===== src/rtl/board_uart_tx.sv =====
// Streams the ultimate tic-tac-toe board to a host as 101 ASCII bytes over 8N1 UART.
// Reads micro-cells and macro results through the board RAM read ports.
module board_uart_tx #(
    parameter int CLKS_PER_BIT = 434
) (
    input  logic       clock,
    input  logic       reset,
    input  logic       iniciar,
    output logic [3:0] addr_macro,
    output logic [3:0] addr_micro,
    input  logic [1:0] celula,
    output logic [3:0] addr_estado,
    input  logic [1:0] estado,
    output logic       tx,
    output logic       ocupado,
    output logic       pronto
);

    localparam int CW = $clog2(CLKS_PER_BIT);
    localparam logic [CW-1:0] CNT_LAST = CW'(CLKS_PER_BIT - 1);
    localparam logic [6:0] IDX_LAST = 7'd100;

    typedef enum logic [2:0] {
        OCIOSO,
        PREP,
        START,
        DADOS,
        STOP,
        FIM
    } state_t;

    state_t        state_q;
    logic [CW-1:0] cnt_q;
    logic [2:0]    bit_q;
    logic [6:0]    idx_q;
    logic [3:0]    row_q;
    logic [3:0]    col_q;
    logic [7:0]    shift_q;
    logic          tx_q;
    logic          ocupado_q;
    logic          pronto_q;
    logic [3:0]    macro_q;
    logic [3:0]    micro_q;
    logic [3:0]    estado_addr_q;

    logic [3:0]    row_d;
    logic [3:0]    col_d;
    logic [7:0]    byte_d;

    function automatic logic [7:0] to_ascii(input logic [1:0] v);
        logic [7:0] c;
        case (v)
            2'b00:   c = 8'h2E;
            2'b01:   c = 8'h58;
            2'b10:   c = 8'h4F;
            default: c = 8'h2D;
        endcase
        return c;
    endfunction

    function automatic logic [3:0] div3(input logic [3:0] v);
        logic [3:0] q;
        if (v >= 4'd6) begin
            q = 4'd2;
        end else if (v >= 4'd3) begin
            q = 4'd1;
        end else begin
            q = 4'd0;
        end
        return q;
    endfunction

    function automatic logic [3:0] mod3(input logic [3:0] v);
        return v - (div3(v) * 4'd3);
    endfunction

    // Column 9 of each line is the newline; row 9 is the macro-result line.
    always_comb begin
        row_d = row_q;
        col_d = col_q;
        if (idx_q != 7'd0) begin
            if (col_q == 4'd9) begin
                row_d = row_q + 4'd1;
                col_d = 4'd0;
            end else begin
                col_d = col_q + 4'd1;
            end
        end
    end

    always_comb begin
        byte_d = to_ascii(celula);
        if (idx_q == 7'd0) begin
            byte_d = 8'h23;
        end else if (col_q == 4'd9) begin
            byte_d = 8'h0A;
        end else if (row_q == 4'd9) begin
            byte_d = to_ascii(estado);
        end
    end

    always_ff @(posedge clock) begin
        if (reset) begin
            state_q       <= OCIOSO;
            cnt_q         <= '0;
            bit_q         <= 3'd0;
            idx_q         <= 7'd0;
            row_q         <= 4'd0;
            col_q         <= 4'd0;
            shift_q       <= 8'h00;
            tx_q          <= 1'b1;
            ocupado_q     <= 1'b0;
            pronto_q      <= 1'b0;
            macro_q       <= 4'd0;
            micro_q       <= 4'd0;
            estado_addr_q <= 4'd0;
        end else begin
            unique case (state_q)
                OCIOSO: begin
                    tx_q <= 1'b1;
                    if (iniciar) begin
                        state_q   <= PREP;
                        idx_q     <= 7'd0;
                        row_q     <= 4'd0;
                        col_q     <= 4'd0;
                        cnt_q     <= '0;
                        ocupado_q <= 1'b1;
                    end
                end
                PREP: begin
                    if (cnt_q == '0) begin
                        cnt_q <= cnt_q + 1'b1;
                    end else begin
                        cnt_q   <= '0;
                        shift_q <= byte_d;
                        tx_q    <= 1'b0;
                        state_q <= START;
                    end
                end
                START: begin
                    if (cnt_q == CNT_LAST) begin
                        cnt_q   <= '0;
                        bit_q   <= 3'd0;
                        tx_q    <= shift_q[0];
                        shift_q <= {1'b0, shift_q[7:1]};
                        state_q <= DADOS;
                    end else begin
                        cnt_q <= cnt_q + 1'b1;
                    end
                end
                DADOS: begin
                    if (cnt_q == CNT_LAST) begin
                        cnt_q <= '0;
                        if (bit_q == 3'd7) begin
                            tx_q    <= 1'b1;
                            state_q <= STOP;
                        end else begin
                            bit_q   <= bit_q + 3'd1;
                            tx_q    <= shift_q[0];
                            shift_q <= {1'b0, shift_q[7:1]};
                        end
                    end else begin
                        cnt_q <= cnt_q + 1'b1;
                    end
                end
                STOP: begin
                    if (cnt_q == CNT_LAST) begin
                        cnt_q <= '0;
                        if (idx_q == IDX_LAST) begin
                            pronto_q <= 1'b1;
                            state_q  <= FIM;
                        end else begin
                            idx_q   <= idx_q + 7'd1;
                            row_q   <= row_d;
                            col_q   <= col_d;
                            state_q <= PREP;
                            // Addresses move only for RAM-backed bytes.
                            if (col_d != 4'd9) begin
                                if (row_d == 4'd9) begin
                                    estado_addr_q <= col_d;
                                end else begin
                                    macro_q <= div3(row_d) * 4'd3 + div3(col_d);
                                    micro_q <= mod3(row_d) * 4'd3 + mod3(col_d);
                                end
                            end
                        end
                    end else begin
                        cnt_q <= cnt_q + 1'b1;
                    end
                end
                FIM: begin
                    pronto_q  <= 1'b0;
                    ocupado_q <= 1'b0;
                    state_q   <= OCIOSO;
                end
                default: begin
                    state_q <= OCIOSO;
                end
            endcase
        end
    end

    assign addr_macro  = macro_q;
    assign addr_micro  = micro_q;
    assign addr_estado = estado_addr_q;
    assign tx          = tx_q;
    assign ocupado     = ocupado_q;
    assign pronto      = pronto_q;

endmodule


===== config.mk =====
export PLATFORM = sky130hd
export DESIGN_NAME = board_uart_tx
export DESIGN_NICKNAME = d
export VERILOG_FILES = /design/src/rtl/board_uart_tx.sv
export SDC_FILE = /design/constraint.sdc
export NUM_CORES = 1
export LEC_CHECK = 0
export BUFFER_PORTS_ARGS = -buffer_cell sky130_fd_sc_hd__buf_4
export CORE_UTILIZATION = 44
export CTS_BUF_LIST = sky130_fd_sc_hd__clkbuf_2
export CTS_CLUSTER_SIZE = 24
export DETAILED_ROUTE_END_ITERATION = 8
export PLACE_DENSITY_LB_ADDON = 0.25
export SLEW_MARGIN = 0
export SYNTH_ARGS = -nofsm -noshare
export SYNTH_HDL_FRONTEND = slang
export SYNTH_SLANG_ARGS = --single-unit

===== constraint.sdc =====
create_clock -name clock -period 5.8 [get_ports clock]
set_clock_uncertainty 0.05 [all_clocks]
set_input_delay 1.16 -clock clock [delete_from_list [all_inputs] [get_ports clock]]
set_output_delay 1.16 -clock clock [all_outputs]
set_load 0.05 [all_outputs]

# ---- After elaboration in Yosys (flattened, before gate mapping)
# Index checks and enable logic that the tools add are counted.
dict set report word_totals {
  inputBits 7
  register_bits 53
  wordCells 147
}
dict set report op_classes {
  n_eq_ne 25
  order_cmp 4
  muxes 67
  multipliers 3
  bitwise_logic 2
  add_sub_neg 9
  n_reduce_logical 24
}
# cell n
set ops {}
lappend ops {{2-to-1 mux 4 bit} 21}
lappend ops {{2-to-1 mux 8 bit} 7}
lappend ops {{case mux 7 bit (3 select lines)} 2}
lappend ops {{2-to-1 mux 3 bit} 10}
lappend ops {{2-to-1 mux 9 bit} 3}
lappend ops {{case mux 9 bit (3 select lines)} 1}
lappend ops {{case mux 8 bit (3 select lines)} 1}
lappend ops {{2-to-1 mux 7 bit} 3}
lappend ops {{!= test 2 bit, second input constant} 9}
lappend ops {{case mux 4 bit (2 select lines)} 2}
lappend ops {{case mux 3 bit (5 select lines)} 1}
lappend ops {{AND reduction 5 bit} 3}
lappend ops {{case mux 7 bit (2 select lines)} 1}
lappend ops {{== test 4 bit, second input constant} 3}
lappend ops {{multiplier 4 x 2 -> 4 bit, second input constant} 3}
lappend ops {{AND reduction 4 bit} 3}
lappend ops {{adder 9 x 1 -> 9 bit, second input constant} 1}
lappend ops {{== test 3 bit, second input constant} 3}
lappend ops {{== test 9 bit, second input constant} 1}
lappend ops {{logical NOT 9 bit} 1}
lappend ops {{2-to-1 mux 1 bit} 9}
lappend ops {{adder 4 x 1 -> 4 bit, second input constant} 2}
lappend ops {{adder 4 bit} 2}
lappend ops {{greater-or-equal comparator 4 x 2 -> 1 bit, second input constant} 2}
lappend ops {{other kinds (26)} 40}

# ---- Logic depth before layout (Yosys ltp)
# Gate-level depths: netlist of the first run.
dict set report depth {
  depth_word 16
  depth_mapped 24
  ltp_nobuf 24
}

# ---- Least setup slack after synthesis of the first run
# No wires, ideal clock.
dict set report synth_path {
  kind {register -> register}
  from {reg idx_q[0]}
  to {reg micro_q[3] (netlist: addr_micro[3])}
  arrival_time_ns 5.223
  setup_slack_ns 0.456
  stages_incl_launch_ff 24
  cell_sequence {dfxtp_1 inv_1 ha_1 nor3b_2 a21oi_1 o21a_1 inv_1 nor2_1 nor2_1 a211oi_1 ha_1 fa_1 ha_1 fa_1 inv_1 fa_1 fa_1 xnor2_1 xnor2_1 xnor2_1 xnor2_1 xnor2_1 nand2_1 a21oi_1}
}
dict set report synth_via {
  elab_chain_cells 15
  elab_cells_between_ends 35
  cone_classes {3 x add/sub; 3 x mul; 4 x order compare; 3 x eq/ne; 18 x mux; 2 x bitwise; 2 x reduce/logical}
}
# item line_no
set synth_lines {}
lappend synth_lines {{start: declaration} 35} ;# logic [6:0] idx_q;
lappend synth_lines {{start signal: assignment} 173} ;# idx_q <= idx_q + 7'd1;
lappend synth_lines {{nonzero test 7 bit} 81} ;# if (idx_q != 7'd0) begin
lappend synth_lines {{2-to-1 mux 4 bit} 81}
lappend synth_lines {{greater-or-equal comparator 4 x 2 -> 1 bit} 65} ;# end else if (v >= 4'd3) begin
lappend synth_lines {{2-to-1 mux 1 bit} 65}
lappend synth_lines {{2-to-1 mux 2 bit} 63} ;# if (v >= 4'd6) begin
lappend synth_lines {{2-to-1 mux 4 bit} 179} ;# if (row_d == 4'd9) begin
lappend synth_lines {{2-to-1 mux 4 bit} 178} ;# if (col_d != 4'd9) begin
lappend synth_lines {{2-to-1 mux 4 bit} 169} ;# if (idx_q == IDX_LAST) begin
lappend synth_lines {{2-to-1 mux 4 bit} 167} ;# if (cnt_q == CNT_LAST) begin
lappend synth_lines {{2-to-1 mux 4 bit} 118} ;# unique case (state_q)
lappend synth_lines {{2-to-1 mux 4 bit} 103} ;# if (reset) begin
lappend synth_lines {{multiplier 4 x 2 -> 4 bit} 74} ;# return v - (div3(v) * 4'd3);
lappend synth_lines {{subtractor 4 bit} 74}
lappend synth_lines {{multiplier 4 x 2 -> 4 bit} 183} ;# micro_q <= mod3(row_d) * 4'd3 + mod3(col_d);
lappend synth_lines {{adder 4 bit} 183}
lappend synth_lines {{end signal: assignment} 183}
lappend synth_lines {{end: declaration} 43} ;# logic [3:0] micro_q;
# Parallel ways exist; a longest one is shown, timed or not. The select of a mux whose other input is x is not followed.
# A chain may end at the register's enable or synchronous reset.

# ---- Worst setup path in the final report of the first run
# Ends and elaborated chain as after synthesis.

==> run_results.csv, run 1 <==
group,metric,value,unit
grt,use_met2,32.8,%
setup_path,rrSetupSlack,0.33,ns
setup_path,start_kind,"register",
route,drtAntennaViolNets,0,
route,drc,0,
die,dieWidth,91.5,um
cells_and_area,layout-drive-gt1-share,11.5,%
synthesis,synth_ff_type,"dfxtp_1",
clocking,cts.sinks,52,
pwr,power_frac_comb,37.4,%
pwr,leakage,1.65,nW
timing,hold_ws,0.420,ns
synthesis,synth_area_leaders,"dfxtp_1 (30%), ha_1 (9.9%), a21oi_1 (5.5%)",
setup_path,required,6.17,ns
pwr,swShare,39.8,%
route,dr_total_vias,3026,
synthesis,netlist.area_leader.share,29.5,%
die,placementRows,32,
setup_path,slowest_delay,0.54,ns
setup_path,crit_family,"adder cells",
die,ios,22,
run,maxCapViolations,0,
setup_path,path_cells,"inv_1 -> ha_1 -> or3b_4 -> o211a_1 -> xnor2_2 -> inv_1 -> nor2_1 -> a211oi_2 -> ha_2 -> fa_1 -> ha_1 -> fa_1 -> inv_1 -> fa_1 -> fa_1 -> xnor2_1 -> xnor2_1 -> xnor2_1 -> xnor2_1 -> xnor2_1 -> nand2_1 -> a21oi_1",
clocking,cts_max_level,2,
synthesis,synth-seq-cells,52,
placed_design,placement.io_buffers,21,
synthesis,async_reset_ff_share,0,%
synthesis,syn_inst,433,
clocking,clock_latency,0.45,ns
die,die_area,0.00838,mm2
pwr,pwr-share-seq,43.7,%
grt,track_usage,19.1,%
cells_and_area,n_antenna_cell,0,
pwr,p_int,0.585,mW
placed_design,dpl.cell_count,540,
clocking,holdBufCountCts,0,
pwr,p_sw,0.386,mW
route,drtIter0Drc,196,
die,coreArea,0.00773,mm2
synthesis,avgSynthCellArea,8.14,um2
grt,antenna_found_initial,0,
timing,tightest_slew,0.972,ns
grt,gr-usage-met1,24.5,%
clocking,clk_pin_slew,0.27,ns
die,die_h,91.5,um
timing,setup_viol,0,
timing,fmax,183,MHz
setup_path,cpMostUsedCell,"xnor2_1",
placed_design,post-place-ws,0.197,ns
grt,grt.overflow.total,0,
synthesis,seq_area_frac_synth,29.5,%
route,vias_per_cell,5.54,
cells_and_area,finalNonFillerCells,546,
setup_path,worst_r2r_startpoint,"idx_q[0]",
setup_path,ff2ff_path_depth,22,
setup_path,cp_slowest_cell,"fa_1",
synthesis,post-synth-top-area-cell,"dfxtp_1",
synthesis,syn_area,0.00353,mm2
timing,slew_headroom,34.9,%
clocking,cts_made_buffers,5,
synthesis,syn-num-nets,474,
grt,grt_max_degree,43,
cells_and_area,fin_nets,486,
status,status,"finished clean",
hold_path,worstHoldStart,"addr_micro[3]",
hold_path,hold_path_end,"addr_micro[3]",
pwr,peakVddDrop,0.143,mV
synthesis,synthDistinctLibCells,64,
timing,maxSlewViolCount,0,
grt,grt_pass1_vias,2926,
cells_and_area,areaGrowthSynthToFinish,8.37,%
setup_path,critPathKind,"reg -> reg",
clocking,post_cts_buffers,0,
placed_design,globalplace.congestion,0.810,
timing,period_minus_slack,5.47,ns
grt,grt_pass1_wl,13200,um
setup_path,arrival,5.84,ns
synthesis,synth-edff-count,0,
route,wire_per_inst,13.9,um
hold_path,hold_path_class,"reg -> reg",
pwr,power_density,254,mW/mm2
setup_path,critPathBufInv,3,
timing,rsz0062_at_grt,"no",
die,start_util,45.6,%
timing,fin_ws,0.326,ns
pwr,p_total,0.971,mW
timing,fin_tns_setup,0,ns
clocking,tritoncts,"yes",
timing,final_hold_viol_count,0,
route,dr.pass1.iters,4,
setup_path,critPathMaxFanout,5,
timing,period_share,94.4,%
clocking,clk_path_buf_depth,2,
setup_path,rr_endpoint,"addr_micro[3]",
synthesis,synthTopCellsByCount,"dfxtp_1 (52), nor2_1 (52), nand2_1 (47), a21oi_1 (39), ha_1 (28)",
clocking,clockRootBuffer,"clkbuf_2",
route,drt_wl_total,7580,um
synthesis,ys_warn_count,0,
placed_design,place_hpwl,5600,um
pwr,power_frac_clock,18.9,%
setup_path,end_kind,"register",
hold_path,hold_depth,2,
grt,grtUsageMet3,3.43,%
grt,busiest_layer,"met2",
## registers in the layout, indices dropped and copies added (netlist names)
name         cells
col_q            4
addr_macro       4
ocupado          1
tx               1
shift_q          7
addr_micro       4
cnt_q            9
idx_q            7
state_q          3
pronto           1
addr_estado      4
bit_q            3
row_q            4
## worst max path at each step
stage / start / end / slack (ns) / cells past startpoint
final: idx_q[0] / addr_micro[3] / 0.33 / 22
after global routing: idx_q[0] / addr_micro[3] / 0.02 / 22
after CTS: col_q[0] / addr_micro[3] / 0.17 / 23
after detailed placement: col_q[0] / addr_micro[3] / 0.20 / 23
after global placement: col_q[0] / addr_micro[3] / 0.42 / 23
after floorplan: idx_q[0] / addr_micro[3] / 0.46 / 23
## kinds of logic (layout without fill, tap and decap cells)
| family | after synthesis | after routing | synth area share (%) |
|---|---|---|---|
| adder cells (fa/ha/maj) | 34 | 34 | 13.3 |
| AND/OR/NAND/NOR | 164 | 164 | 22.9 |
| XOR/XNOR | 25 | 25 | 6.42 |
| flip-flops | 52 | 52 | 29.5 |
| buffers and inverters | 46 | 57 | 5.32 |
| AO/OA/AOI/OAI | 97 | 97 | 18.3 |
| multiplexers | 14 | 14 | 4.08 |
| other | 1 | 1 | 0.106 |
## area by class of cell
class	count	area (um2)
Clock buffer	5	25.0
Sequential cell	52	1040
Tap cell	102	128
Inverter	27	101
Timing Repair Buffer	24	180
Multi-Input combinational cell	335	2310
Clock inverter	1	30.0
Fill cell	768	3910
## metal layers
layer / wire length [um] / share of wire [%]
met5: 0 / 0
met4: 63 / 0.83
met3: 292 / 3.9
met2: 3530 / 47
met1: 3690 / 49
## power by group through the flow
stage | registers, mW | logic [mW] | clock network [mW]
2_1_floorplan | 0.428 | 0.280 | 0
3_3_place_gp | 0.430 | 0.360 | 0
3_5_place_dp | 0.430 | 0.360 | 0
4_1_cts | 0.424 | 0.362 | 0.190
5_1_grt | 0.431 | 0.407 | 0.196
6_report | 0.424 | 0.363 | 0.183
## cells in the final DEF, fill, tap and decap left out, types with 2 or more instances in the layout
cell      Yosys  final
o211ai_1      3      3
and3_1        3      3
dfxtp_1      52     50
nand3_1      12     12
nand2_1      47     47
or4b_1        2      2
a21o_1        6      6
xor2_1       12     12
a211oi_2      1      2
nor2b_1       4      4
a22oi_1       5      5
and3b_1       2      2
o21ai_1       2      2
xnor2_1      12     11
or2_2         3      3
nor3_1       10     10
dfxtp_2       0      2
a221oi_1      3      3
nor2_1       52     52
a21oi_1      39     39
and4_1        3      3
ha_1         28     27
nand2b_1      3      3
o22ai_1       3      3
clkbuf_2      0      5
buf_4         0     24
o21ai_0      10     10
inv_1        27     27
nand4_1       8      8
fa_1          6      6
nor3b_1       2      2
mux2i_1      11     11
or3_1         5      5
mux2_2        3      3
a211o_1       5      5
## worst min-delay path: stages, from the launching register on
cell and delay (ns):
dfxtp_1 0.37, nand2_1 0.05, a21oi_1 0.05
## through the flow
step                      util [%]  area (um2)
after floorplan                  -        3530
after global placement        48.5        3750
after detailed placement      48.5        3750
after CTS                     49.2        3800
after global routing          49.4        3820
final                         49.4        3820
## timing repair
item,in CTS,in global routing
gates resized for setup,0,6
setup endpoints to repair,0,1
hold endpoints to repair,0,0
Power figures use the tool's default switching activity.
==> run 2: changes to the inputs <==
- SETUP_SLACK_MARGIN: not set -> 0.5
==> run_results.csv, run 2 (synthesis results as in run 1) <==
group,metric,value,unit
placed_design,place_area,0.00377,mm2
pwr,power_density,236,mW/mm2
clocking,clk_path_buf_depth,2,
route,drc,0,
setup_path,rrSetupSlack,0.61,ns
cells_and_area,final_common_cell,"nor2_1",
placed_design,globalplace.congestion,0.856,
placed_design,dpl.cell_count,542,
die,die_area,0.00838,mm2
route,drtAntennaViolNets,0,
cells_and_area,final_cell_mix,"nor2_1 (50), dfxtp_1 (48), nand2_1 (47)",
cells_and_area,largest_reg_flops,9,
timing,fin_tns_setup,0,ns
timing,fmax,193,MHz
timing,period_share,89.5,%
setup_path,worst_r2r_startpoint,"idx_q[0]",
route,drt_wl_total,7900,um
cells_and_area,fillers,733,
cells_and_area,fin_nets,497,
setup_path,start_kind,"register",
cells_and_area,utilization,51.7,%
setup_path,critPathMaxFanout,4,
timing,setup_viol,0,
cells_and_area,top_register,"cnt_q",
timing,slew_headroom,24.1,%
clocking,clock_latency,0.44,ns
setup_path,rr_endpoint,"addr_micro[3]",
hold_path,hold_path_class,"reg -> reg",
placed_design,placement.io_buffers,21,
grt,grt_pass1_wl,13400,um
clocking,cts_max_level,2,
timing,rsz0062_at_grt,"yes",
timing,final_hold_viol_count,0,
cells_and_area,layout-drive-gt1-share,17.7,%
die,placementRows,32,
cells_and_area,finalNonFillerCells,559,
grt,antenna_found_initial,0,
timing,maxSlewViolCount,0,
setup_path,critPathKind,"reg -> reg",
die,die_h,91.5,um
route,dr.pass1.iters,4,
setup_path,end_kind,"register",
cells_and_area,stdcell_area,0.00400,mm2
route,dr_total_vias,3072,
timing,period_minus_slack,5.19,ns
route,vias_per_cell,5.50,
cells_and_area,areaGrowthSynthToFinish,13.3,%
die,dieWidth,91.5,um
placed_design,place_hpwl,5760,um
die,ios,22,
grt,grt_max_degree,43,
setup_path,arrival,5.55,ns
grt,grt.overflow.total,0,
pwr,peakVddDrop,0.115,mV
cells_and_area,reg.largest.list,"cnt_q (9), idx_q (7), shift_q (7)",
grt,track_usage,19.6,%
hold_path,hold_path_end,"shift_q[3]",
setup_path,required,6.16,ns
clocking,cts_made_buffers,5,
clocking,tritoncts,"yes",
die,start_util,45.6,%
run,maxCapViolations,0,
hold_path,worstHoldStart,"shift_q[3]",
cells_and_area,n_antenna_cell,0,
grt,grt_pass1_vias,2992,
pwr,leakage,1.71,nW
clocking,cts.sinks,52,
setup_path,ff2ff_path_depth,22,
clocking,clk_pin_slew,0.28,ns
clocking,clockRootBuffer,"clkbuf_2",
hold_path,hold_depth,2,
route,drtIter0Drc,141,
route,wire_per_inst,14.1,um
status,status,"finished clean",
timing,tightest_slew,1.14,ns
die,coreArea,0.00773,mm2
==> run 2: changes by cell type in the layout (fill, tap and decap cells not counted), sizes merged <==
| cell | change |
|---|---|
| bufinv | -1 |
| clkinv | +2 |
| inv | +1 |
| buf | +11 |
==> run 2: critical path, cell delays in order (launching register included) <==
cell and delay [ns]:
dfxtp_2 0.39, inv_2 0.07, ha_4 0.13, or3b_4 0.38, o211a_1 0.26, xnor2_2 0.15
inv_2 0.14, nor2_4 0.06, a211oi_4 0.18, ha_2 0.23, fa_2 0.47, ha_4 0.24
fa_1 0.52, inv_2 0.04, fa_1 0.48, fa_2 0.39, xnor2_2 0.14, xnor2_1 0.18
xnor2_1 0.15, xnor2_1 0.15, xnor2_1 0.13, nand2_1 0.08, a21oi_2 0.13
==> run 2: report_power, final <==
group	internal, mW	switching, mW
clock network	0.0319	0.122
registers	0.385	0.0372
logic	0.133	0.233
total	0.550	0.392
==> run 2: worst max-delay path by stage <==
stage             start            end
2_1_floorplan  idx_q[0]  addr_micro[3]
3_3_place_gp   idx_q[0]  addr_micro[3]
3_5_place_dp   idx_q[0]  addr_micro[3]
4_1_cts        idx_q[0]  addr_micro[3]
5_1_grt        idx_q[0]  addr_micro[3]
6_report       idx_q[0]  addr_micro[3]
==> run 2: layout make-up <==
type                            count  area, um2  area share, %
Clock inverter                      3       22.5          0.564
Multi-Input combinational cell    335       2400           60.2
Clock buffer                        5       25.0          0.626
Inverter                           27        101           2.54
Tap cell                          102        128           3.19
Timing Repair Buffer               35        263           6.58
Sequential cell                    52       1050           26.3
==> run 2: routing by layer <==
layer,share of wire (%),vias up,track usage [%]
met2,49,65,35.1
met3,3.8,16,3.10
met4,1.9,0,7.41
met1,45,1433,23.3
li1,-,1558,-
met5,0,-,0
==> run 2: through the flow <==
step	total power, mW	worst slack [ns]	hold slack [ns]
after floorplan	0.709	0.541	0.382
after global placement	0.787	0.444	0.392
after detailed placement	0.788	0.240	0.399
after CTS	0.951	0.505	0.425
after global routing	1.02	0.415	0.444
final	0.941	0.610	0.424
==> run 2: repair_timing <==
action | CTS | global route
endpoints found under the setup margin | 1 | 1
pin swaps | 11 | 17
cloned | 0 | 0
gates resized for setup | 11 | 20
buffers inserted | 5 | 4
hold buffers | 0 | 0
